`config.mk`:
```
export PLATFORM = sky130hd
export DESIGN_NAME = irrigation_scheduler
export DESIGN_NICKNAME = d
export VERILOG_FILES = /design/src/rtl/irrigation_pkg.sv /design/src/rtl/level_debounce.sv /design/src/rtl/irrigation_scheduler.sv
export SDC_FILE = /design/constraint.sdc
export NUM_CORES = 1
export LEC_CHECK = 0
export ABC_AREA = 1
export CAP_MARGIN = 5
export CORE_ASPECT_RATIO = 1.2
export CORE_MARGIN = 2
export CORE_UTILIZATION = 45
export DETAILED_ROUTE_END_ITERATION = 10
export PLACE_DENSITY = 0.61
export SLEW_MARGIN = 20
export SYNTH_ARGS = -nofsm -noshare
export SYNTH_HDL_FRONTEND = slang
export SYNTH_HIERARCHICAL = 1
export SYNTH_SLANG_ARGS = --single-unit
```
`constraint.sdc`:
```
create_clock -name clk -period 3.35 [get_ports clk]
set_input_delay 0.67 -clock clk [delete_from_list [all_inputs] [get_ports clk]]
set_output_delay 0.67 -clock clk [all_outputs]
set_load 0.05 [all_outputs]
```
`src/rtl/irrigation_pkg.sv`:
```
// Shared types and the tank-probe decode for the irrigation scheduler.
// Latency: n/a (types and pure functions only).
// Backpressure: n/a.
package irrigation_pkg;

    typedef enum logic [1:0] {
        LVL_EMPTY = 2'b00,
        LVL_LOW   = 2'b01,
        LVL_MED   = 2'b10,
        LVL_FULL  = 2'b11
    } level_t;

    typedef enum logic {
        MODE_DRIP      = 1'b0,
        MODE_SPRINKLER = 1'b1
    } mode_t;

    typedef enum logic [1:0] {
        ST_IDLE  = 2'b00,
        ST_WATER = 2'b01,
        ST_GAP   = 2'b10
    } state_t;

    // Probes are ordered {H,M,L}; water can only cover a probe if every lower one is wet.
    function automatic logic level_valid(input logic [2:0] hml);
        return (hml == 3'b111) || (hml == 3'b011) || (hml == 3'b001) || (hml == 3'b000);
    endfunction

    function automatic level_t decode_level(input logic [2:0] hml);
        case (hml)
            3'b111:  return LVL_FULL;
            3'b011:  return LVL_MED;
            3'b001:  return LVL_LOW;
            default: return LVL_EMPTY;
        endcase
    endfunction

endpackage

```
`src/rtl/level_debounce.sv`:
```
// Debounce: 2-FF synchroniser followed by a stability filter on a WIDTH-bit vector.
// Latency: 2+DEBOUNCE cycles from a stable input change to dout.
// Backpressure: none; samples every cycle, any change restarts the stability count.
module level_debounce #(
    parameter int WIDTH    = 1,
    parameter int DEBOUNCE = 8
) (
    input  logic             clk,
    input  logic             rst,
    input  logic [WIDTH-1:0] din,
    output logic [WIDTH-1:0] dout
);
    localparam int CW = $clog2(DEBOUNCE + 1);
    localparam logic [CW-1:0] CNT_SAT = CW'(DEBOUNCE);
    localparam logic [CW-1:0] CNT_THR = CW'(DEBOUNCE - 1);

    logic [WIDTH-1:0] sync1_q, sync1_d;
    logic [WIDTH-1:0] sync2_q, sync2_d;
    logic [WIDTH-1:0] cand_q,  cand_d;
    logic [WIDTH-1:0] out_q,   out_d;
    logic [CW-1:0]    cnt_q,   cnt_d;

    always_comb begin
        sync1_d = din;
        sync2_d = sync1_q;
        cand_d  = cand_q;
        cnt_d   = cnt_q;
        out_d   = out_q;
        if (sync2_q != cand_q) begin
            cand_d = sync2_q;
            cnt_d  = CW'(1);
        end else begin
            if (cnt_q != CNT_SAT) begin
                cnt_d = cnt_q + 1'b1;
            end
            if (cnt_q >= CNT_THR) begin
                out_d = cand_q;
            end
        end
    end

    always_ff @(posedge clk) begin
        if (rst) begin
            sync1_q <= '0;
            sync2_q <= '0;
            cand_q  <= '0;
            out_q   <= '0;
            cnt_q   <= '0;
        end else begin
            sync1_q <= sync1_d;
            sync2_q <= sync2_d;
            cand_q  <= cand_d;
            out_q   <= out_d;
            cnt_q   <= cnt_d;
        end
    end

    assign dout = out_q;

endmodule

```
`src/rtl/irrigation_scheduler.sv`:
```
// Multi-zone irrigation controller: tank fill hysteresis, sticky probe errors, round-robin zones; IRR_RAIN_LOCKOUT_EN adds rain_in.
// Latency: 2+DEBOUNCE cycles input-to-decision, all outputs registered one cycle after the decision.
// Backpressure: none; sensors are sampled every cycle and valves follow the FSM directly.
module irrigation_scheduler #(
    parameter int N_ZONES  = 4,
    parameter int DEBOUNCE = 8,
    parameter int MIN_ON   = 1000,
    parameter int MAX_ON   = 60000,
    parameter int GAP      = 16,
    parameter int TIMER_W  = 16
) (
    input  logic                       clk,
    input  logic                       rst,
    input  logic                       lvl_h,
    input  logic                       lvl_m,
    input  logic                       lvl_l,
    input  logic [N_ZONES-1:0]         soil_wet,
    input  logic [N_ZONES-1:0]         soil_dry,
    input  logic                       temp_high,
    input  logic                       err_clr,
`ifdef IRR_RAIN_LOCKOUT_EN
    input  logic                       rain_in,
`endif
    output logic [N_ZONES-1:0]         drip,
    output logic [N_ZONES-1:0]         sprinkler,
    output logic                       inlet_valve,
    output logic                       alarm,
    output logic [1:0]                 level_code,
    output logic                       sensor_err,
    output logic                       busy,
    output logic [$clog2(N_ZONES)-1:0] active_zone
);
    import irrigation_pkg::*;

    localparam int ZW = $clog2(N_ZONES);
    localparam int GW = $clog2(GAP + 1);
    localparam logic [TIMER_W-1:0] MIN_T    = TIMER_W'(MIN_ON);
    localparam logic [TIMER_W-1:0] MAX_T    = TIMER_W'(MAX_ON);
    localparam logic [GW-1:0]      GAP_LAST = GW'(GAP - 1);

    logic [2:0]           lvl_db;
    logic [2*N_ZONES-1:0] soil_db;
    logic                 temp_db;
    logic                 rain_db;
    logic [N_ZONES-1:0]   req;
    level_t               lvl_now;
    logic                 abort;

    level_debounce #(.WIDTH(3), .DEBOUNCE(DEBOUNCE)) u_lvl (
        .clk(clk), .rst(rst), .din({lvl_h, lvl_m, lvl_l}), .dout(lvl_db));
    level_debounce #(.WIDTH(2*N_ZONES), .DEBOUNCE(DEBOUNCE)) u_soil (
        .clk(clk), .rst(rst), .din({soil_dry, soil_wet}), .dout(soil_db));
    level_debounce #(.WIDTH(1), .DEBOUNCE(DEBOUNCE)) u_temp (
        .clk(clk), .rst(rst), .din(temp_high), .dout(temp_db));
`ifdef IRR_RAIN_LOCKOUT_EN
    level_debounce #(.WIDTH(1), .DEBOUNCE(DEBOUNCE)) u_rain (
        .clk(clk), .rst(rst), .din(rain_in), .dout(rain_db));
`else
    assign rain_db = 1'b0;
`endif

    state_t               state_q, state_d;
    mode_t                mode_q, mode_d;
    logic [TIMER_W-1:0]   timer_q, timer_d, timer_inc;
    logic [GW-1:0]        gap_q, gap_d;
    logic [ZW-1:0]        rr_q, rr_d;
    logic [ZW-1:0]        active_zone_q, active_zone_d;
    logic [N_ZONES-1:0]   drip_q, drip_d, sprinkler_q, sprinkler_d;
    logic                 inlet_q, inlet_d, alarm_q, alarm_d;
    logic                 sensor_err_q, sensor_err_d, busy_q, busy_d;
    level_t               level_code_q, level_code_d;
    // err_clr is a single-cycle pulse, so it is synchronised but not debounced.
    logic                 clr_s1_q, clr_s2_q;
    logic [ZW-1:0]        pick, pick_cand;
    logic                 pick_found;
    int                   pick_idx;

    assign req     = soil_db[2*N_ZONES-1:N_ZONES] & ~soil_db[N_ZONES-1:0];
    assign lvl_now = decode_level(lvl_db);

    always_comb begin
        pick       = rr_q;
        pick_cand  = rr_q;
        pick_found = 1'b0;
        pick_idx   = 0;
        for (int k = 1; k <= N_ZONES; k++) begin
            pick_idx = int'(rr_q) + k;
            if (pick_idx >= N_ZONES) begin
                pick_idx = pick_idx - N_ZONES;
            end
            pick_cand = ZW'(pick_idx);
            if (!pick_found && req[pick_cand]) begin
                pick_found = 1'b1;
                pick       = pick_cand;
            end
        end
    end

    always_comb begin
        sensor_err_d  = !level_valid(lvl_db) || (sensor_err_q && !clr_s2_q);
        level_code_d  = sensor_err_d ? LVL_EMPTY : lvl_now;
        alarm_d       = sensor_err_d || (lvl_now == LVL_LOW) || (lvl_now == LVL_EMPTY);
        inlet_d       = inlet_q;
        if (sensor_err_d) begin
            inlet_d = 1'b0;
        end else if ((lvl_now == LVL_LOW) || (lvl_now == LVL_EMPTY)) begin
            inlet_d = 1'b1;
        end else if (lvl_now == LVL_FULL) begin
            inlet_d = 1'b0;
        end

        abort         = (lvl_now == LVL_EMPTY) || sensor_err_d || rain_db;
        state_d       = state_q;
        mode_d        = mode_q;
        timer_d       = timer_q;
        gap_d         = gap_q;
        rr_d          = rr_q;
        active_zone_d = active_zone_q;
        timer_inc     = (timer_q == MAX_T) ? MAX_T : timer_q + 1'b1;

        case (state_q)
            ST_IDLE: begin
                if (pick_found && !abort) begin
                    state_d       = ST_WATER;
                    rr_d          = pick;
                    active_zone_d = pick;
                    timer_d       = '0;
                    mode_d        = (temp_db || lvl_now == LVL_LOW) ? MODE_DRIP : MODE_SPRINKLER;
                end
            end
            ST_WATER: begin
                // timer_inc includes the current cycle, so a run lasts MIN_ON..MAX_ON cycles.
                timer_d = timer_inc;
                if (abort || (timer_inc >= MIN_T && !req[rr_q]) || timer_inc == MAX_T) begin
                    state_d = ST_GAP;
                    gap_d   = '0;
                end else if (mode_q == MODE_SPRINKLER && lvl_now == LVL_LOW) begin
                    mode_d = MODE_DRIP;
                end
            end
            ST_GAP: begin
                if (gap_q == GAP_LAST) begin
                    state_d = ST_IDLE;
                end else begin
                    gap_d = gap_q + 1'b1;
                end
            end
            default: state_d = ST_IDLE;
        endcase

        drip_d      = '0;
        sprinkler_d = '0;
        if (state_d == ST_WATER) begin
            if (mode_d == MODE_DRIP) begin
                drip_d[rr_d] = 1'b1;
            end else begin
                sprinkler_d[rr_d] = 1'b1;
            end
        end
        busy_d = (state_d != ST_IDLE);
    end

    always_ff @(posedge clk) begin
        if (rst) begin
            state_q       <= ST_IDLE;
            mode_q        <= MODE_DRIP;
            timer_q       <= '0;
            gap_q         <= '0;
            rr_q          <= ZW'(N_ZONES - 1);
            active_zone_q <= '0;
            drip_q        <= '0;
            sprinkler_q   <= '0;
            inlet_q       <= 1'b0;
            alarm_q       <= 1'b0;
            sensor_err_q  <= 1'b0;
            busy_q        <= 1'b0;
            level_code_q  <= LVL_EMPTY;
            clr_s1_q      <= 1'b0;
            clr_s2_q      <= 1'b0;
        end else begin
            state_q       <= state_d;
            mode_q        <= mode_d;
            timer_q       <= timer_d;
            gap_q         <= gap_d;
            rr_q          <= rr_d;
            active_zone_q <= active_zone_d;
            drip_q        <= drip_d;
            sprinkler_q   <= sprinkler_d;
            inlet_q       <= inlet_d;
            alarm_q       <= alarm_d;
            sensor_err_q  <= sensor_err_d;
            busy_q        <= busy_d;
            level_code_q  <= level_code_d;
            clr_s1_q      <= err_clr;
            clr_s2_q      <= clr_s1_q;
        end
    end

    assign drip        = drip_q;
    assign sprinkler   = sprinkler_q;
    assign inlet_valve = inlet_q;
    assign alarm       = alarm_q;
    assign level_code  = level_code_q;
    assign sensor_err  = sensor_err_q;
    assign busy        = busy_q;
    assign active_zone = active_zone_q;

endmodule

```
Word level (Yosys, flattened, before mapping)
Cells that the tools add are included.
{"block": "op_classes", "muxes": 50, "n_addsub": 13, "n_lt_le_gt_ge": 15, "bitwise": 7, "n_eq_ne": 20, "reduce_logical": 48}
{"op": "== test 16 bit, second input constant", "n": 2}
{"op": "two-way mux 16 bit", "n": 2}
{"op": "one-hot mux 16 bit (2 select lines)", "n": 1}
{"op": "two-way mux 2 bit", "n": 13}
{"op": "two-way mux 1 bit", "n": 22}
{"op": "< comparator 2 x 3 -> 1 bit, second input constant", "n": 6}
{"op": "adder 16 x 1 -> 16 bit, second input constant", "n": 1}
{"op": ">= comparator 16 x 10 -> 1 bit, second input constant", "n": 1}
{"op": ">= comparator 4 x 3 -> 1 bit, second input constant", "n": 4}
{"op": "nonzero test 2 bit", "n": 7}
{"op": "adder 4 x 1 -> 4 bit, second input constant", "n": 3}
{"op": "inequality test 4 bit, second input constant", "n": 3}
{"op": "one-hot mux 2 bit (3 select lines)", "n": 2}
{"op": "logical OR 1 bit", "n": 11}
{"op": "binary-select mux 1 bit (select 2 bit)", "n": 5}
{"op": "two-way mux 5 bit", "n": 2}
{"op": "one-hot mux 5 bit (2 select lines)", "n": 1}
{"op": "AND reduction 2 bit", "n": 5}
{"op": ">= comparator 3 bit, second input constant", "n": 3}
{"op": "logical AND 1 bit", "n": 8}
{"op": "inequality test 8 bit", "n": 1}
{"op": "OR reduction 2 bit", "n": 4}
{"op": "subtractor 2 x 1 -> 2 bit, second input constant", "n": 4}
{"op": "logical NOT 1 bit", "n": 7}
{"op": "23 further kinds", "n": 35}
{"block": "totals", "word_cells": 186, "in_bits": 15, "output_inout_bits": 16, "register_bits": 104}

Logic depth before layout (Yosys ltp)
{"block": "depth", "word_depth": 22, "depth_mapped": 19, "mapped_depth_nobuf": 19}

Hierarchy
The synthesis kept the hierarchy.
{"mod": "irrigation_scheduler", "instances": 1, "area_each_um2": 2617.5, "cells_per_inst": 403, "seq_area_each_um2": 880.8}
{"mod": "level_debounce at u_soil", "instances": 1, "area_each_um2": 1490.2, "cells_per_inst": 217, "seq_area_each_um2": 720.7}
{"mod": "level_debounce at u_lvl", "instances": 1, "area_each_um2": 733.2, "cells_per_inst": 97, "seq_area_each_um2": 320.3}
{"mod": "level_debounce at u_temp", "instances": 1, "area_each_um2": 364.1, "cells_per_inst": 48, "seq_area_each_um2": 160.2}

Least setup slack after synthesis
OpenSTA, ideal clock, no wires.
{"block": "synth_path", "path_kind": "register to register", "startpoint": "reg timer_q[1]", "endpoint": "reg drip_q[1] (netlist: drip[1])", "path_slack_ps": 1459, "path_stages_with_launch": 18, "setup_ps": 64, "arrival_ps": 1827, "path_buffers": 0, "synth_period_minus_slack_ps": 1891, "cell_sequence": "dfxtp_1 ha_1 nand2_1 nor2_4 nand2_1 o21bai_2 nand2_1 nand2_1 nor2_1 nand3_1 nand2_1 inv_2 nand3_4 nand2_4 nand2_4 nor2_4 nand2_2 nor2_1"}
{"block": "synth_between", "elab_chain_cells": 11, "word_cells_on_any_way": 15}
{"item": "from (decl)", "line": "irrigation_scheduler.sv:64", "source": "logic [TIMER_W-1:0] timer_q, timer_d, timer_inc;"}
{"item": "from (signal assigned)", "line": "irrigation_scheduler.sv:183", "source": "timer_q <= timer_d;"}
{"item": "adder 16 x 1 -> 16 bit / == test 16 bit (equally long branches)", "line": "irrigation_scheduler.sv:119", "source": "timer_inc = (timer_q == MAX_T) ? MAX_T : timer_q + 1'b1;"}
{"item": "two-way mux 16 bit *", "line": "irrigation_scheduler.sv:119"}
{"item": ">= comparator 16 x 10 -> 1 bit", "line": "irrigation_scheduler.sv:134", "source": "if (abort || (timer_inc >= MIN_T && !req[rr_q]) || timer_inc == MAX_T) begin"}
{"item": "logical AND 1 bit", "line": "irrigation_scheduler.sv:134"}
{"item": "logical OR 1 bit", "line": "irrigation_scheduler.sv:134"}
{"item": "logical OR 1 bit *", "line": "irrigation_scheduler.sv:134"}
{"item": "two-way mux 2 bit", "line": "irrigation_scheduler.sv:134"}
{"item": "one-hot mux 2 bit (3 select lines)", "line": "irrigation_scheduler.sv:121", "source": "case (state_q)"}
{"item": "== test 2 x 1 -> 1 bit", "line": "irrigation_scheduler.sv:153", "source": "if (state_d == ST_WATER) begin"}
{"item": "inverter 1 bit (no source line)"}
{"item": "OR reduction 3 bit (no source line) *"}
{"item": "to (signal assigned)", "line": "irrigation_scheduler.sv:187", "source": "drip_q <= drip_d;"}
{"item": "to (decl)", "line": "irrigation_scheduler.sv:68", "source": "logic [N_ZONES-1:0] drip_q, drip_d, sprinkler_q, sprinkler_d;"}
Mark *: on every way between the ends. The rest lies on a longest branch, timed or not.
A chain may end at the register's enable or synchronous reset.

Worst setup path after layout
{"block": "layout_path", "startpoint": "reg timer_q[1]", "endpoint": "reg gap_q[0]"}
{"block": "layout_between", "elab_chain_cells": 8, "word_cells_on_any_way": 10}
{"item": "adder 16 x 1 -> 16 bit / == test 16 bit (equally long branches)", "line": "irrigation_scheduler.sv:119"}
{"item": "two-way mux 16 bit *", "line": "irrigation_scheduler.sv:119"}
{"item": ">= comparator 16 x 10 -> 1 bit", "line": "irrigation_scheduler.sv:134"}
{"item": "logical AND 1 bit", "line": "irrigation_scheduler.sv:134"}
{"item": "logical OR 1 bit", "line": "irrigation_scheduler.sv:134"}
{"item": "logical OR 1 bit *", "line": "irrigation_scheduler.sv:134"}
{"item": "inequality test 2 bit (no source line) *"}
{"item": "AND reduction 3 bit (no source line) *"}
{"item": "to (signal assigned)", "line": "irrigation_scheduler.sv:184", "source": "gap_q <= gap_d;"}
{"item": "to (decl)", "line": "irrigation_scheduler.sv:65", "source": "logic [GW-1:0] gap_q, gap_d;"}
Marked as above.

==> reports/results.ini <==
[run_status]
status=finished clean

[detailed_routing]
viasPerCell=4.63
remaining_drc_errors=0
drt_wl_total_mm=9.78
wl_per_cell_um=10.2
first_pass_iters=4
vias=4433
ant_nets=0
first_iter_violations=182

[cts]
cts_inserted_buffers=9
cts_tree=done
clk_pin_slew_ns=0.07
post_cts_resize_count=0
cts_root_buf=clkbuf_16
clkSinkCount=104
insertion_delay_ns=0.34
hold_buffers=0
post_cts_buffers=0
cts_buffer_depth=2
cts_max_level=3

[sta]
tns_ns=0
setup_violations=0
final-hold-violation-count=0
hold_ws_ns=0.398
clock_skew_ns=0.00823
fin_crit_sh_pct=66.6
period_needed_ns=2.23
fin_ws_ns=1.12
maxSlewViolCount=0
fmax_mhz=448
rsz0062_at_grt=false
tightest_slew_ns=0.680
max-slew-margin-rel_pct=54.6

[power_and_ir_drop]
p_leak_uw=0.00261
p_per_area_nw_per_um2=426
finalPower_uw=2540
ir_worst_vdd_v=0.000269

[floorplan]
die_h_um=122
die_w_um=102
io_pins=31
die-area_um2=12400
placementRows=43
fp.coreArea_um2=11400
start_util_pct=45.6

[global_route]
grt_pass1_wl_mm=17.2
grt_max_degree=47
track_usage_pct=17.1
grt-ovfl-total=0
grt_pass1_vias=4159
antenna_found_initial=0

[synthesis]
synthDistinctLibCells=39
synth_area_leaders=dfxtp_1 (40%), nand2_1 (15%), inv_1 (8.9%)
yosysWarnings=6
syn_nets=794
synth_xor_area_share_pct=1.35
avgSynthCellArea_um2=6.80
yosys.area_share.simple_pct=36.9
synthMuxAreaShare_pct=0.385
synthAdderAreaFrac_pct=3.37
yosysTopAreaCellShare_pct=40.0
synth_compound_area_share_pct=6.35
synth_area_um2=5200
syn_inst=765
synth_seq_cells=104
synthArstFlopShare_pct=0
synth_top_family_by_area=simple AND/OR/NAND/NOR gates
synth_ff_type=dfxtp_1
synth_top_cell_by_area=dfxtp_1
synth_edf_count=0
yosysSeqAreaShare_pct=40.0

[placement]
numPortBuffers=30
dp.cells=943
dp_slack_ns=1.15
gp_congestion=0.891
hpwl_mm=7.38

[critical_path]
timing.critical_path.arrival_ns=2.47
r2r_cells=16
crit_type=flop to flop
crit_path_end_kind=flop
start_kind=flop
rrSetupSlack_ns=1.12
worstPathRequired_ns=3.59
reg2reg_from=timer_q[1]
crit_start=timer_q[1]
crit_fanout=7

[hold_path]
hold_path_class=flop to flop
hold_start=u_lvl/sync1_q[2]
whs_path_depth=2

[final_layout]
final_cell_count_no_fill=958
syn_to_final_growth_pct=14.7
nFillCells=1176
diodes=0
seq_area_um2=2080
nNetsFinal=826
multi_input_area_um2=2520
drive_above_1_share_pct=10.9

[job]
max_cap_viol_count=0

cell usage after synthesis, drive strengths merged, types with 2 or more instances:
cell type	instances
nand2	223
inv	142
nor2	123
dfxtp	104
nand3	54
a21oi	34
nand4	20
o21ai	17
ha	14
clkbuf	7
xor2	6
buf	4
or2	3
clkinv	2
mux2i	2
xnor2	2
report_power, final:
group / internal (µW) / total (µW) / switching, µW
clock: 690 / 1120 / 430
combinational: 57.3 / 144 / 87.1
sequential: 1260 / 1280 / 17.0
total: 2010 / 2540 / 534
worst max-delay path: stages, from the launching register on:
cell,delay (ns)
dfxtp_1,0.39
ha_1,0.26
nand2_1,0.11
nor2_4,0.15
nand2_1,0.06
nand2_1,0.07
inv_1,0.06
a21oi_1,0.12
nand2_1,0.07
nor2_1,0.15
nand3_1,0.09
nand2_1,0.08
inv_2,0.06
nand3_4,0.09
nand3_1,0.17
nor2_1,0.14
nor2_1,0.05
worst paths after layout:
check                     endpoint
setup / recovery          gap_q[0]
hold / removal    u_lvl/sync2_q[2]
setup reg to reg          gap_q[0]
hold reg to reg   u_lvl/sync2_q[2]
per-stage QoR:
stage	area, µm²	util [%]
floorplan	5200	-
CTS	5970	52.3
detailed placement	5650	49.5
global placement	5650	49.5
finish	5970	52.3
global route	5970	52.3
registers in the layout, indices dropped and copies added (netlist names), 3 cells and up:
signal / count
drip: 4
u_soil/cand_q: 8
u_lvl/cand_q: 3
u_lvl/sync1_q: 3
u_lvl/dout: 3
u_lvl/cnt_q: 4
u_soil/cnt_q: 4
timer_q: 16
u_soil/sync2_q: 8
u_soil/dout: 8
u_lvl/sync2_q: 3
gap_q: 5
sprinkler: 4
u_temp/cnt_q: 4
u_soil/sync1_q: 8
kinds of logic (layout without fill, tap and decap cells):
kind of cell,after synthesis,in the layout
AND/OR/NAND/NOR,426,426
buffers and inverters,155,191
flip-flops,104,104
AO/OA/AOI/OAI,56,56
adder cells (fa/ha/maj),14,14
XOR/XNOR,8,8
multiplexers,2,2
cell usage in the layout (no fill, tap or decap), types with 14 or more instances in the layout:
cell type	count
dfxtp_1	104
a21oi_1	30
ha_1	14
nand4_1	19
clkdlybuf4s50_1	29
inv_1	124
nor2_1	110
nand3_1	49
inv_2	18
nand2_1	203
nand2_2	15
area by class of cell:
| type | instances | share of cell area, % |
|---|---|---|
| multi-input cells | 506 | 42.2 |
| well taps | 157 | 3.29 |
| repair buffers | 32 | 5.20 |
| inverters | 144 | 9.08 |
| clock buffers | 12 | 4.30 |
| flip-flops and latches | 104 | 34.9 |
| clock inverters | 3 | 1.09 |
routing by layer:
metal  vias up  part of all wire, %  global-route usage (%)
li1       2386                    -                       -
met1      1974                   45                    19.9
met2        57                   50                    30.4
met3        16                  3.3                    2.70
met4         0                  2.0                    7.92
met5         -                    0                       0
No activity file was read; power rests on OpenSTA's default activity.
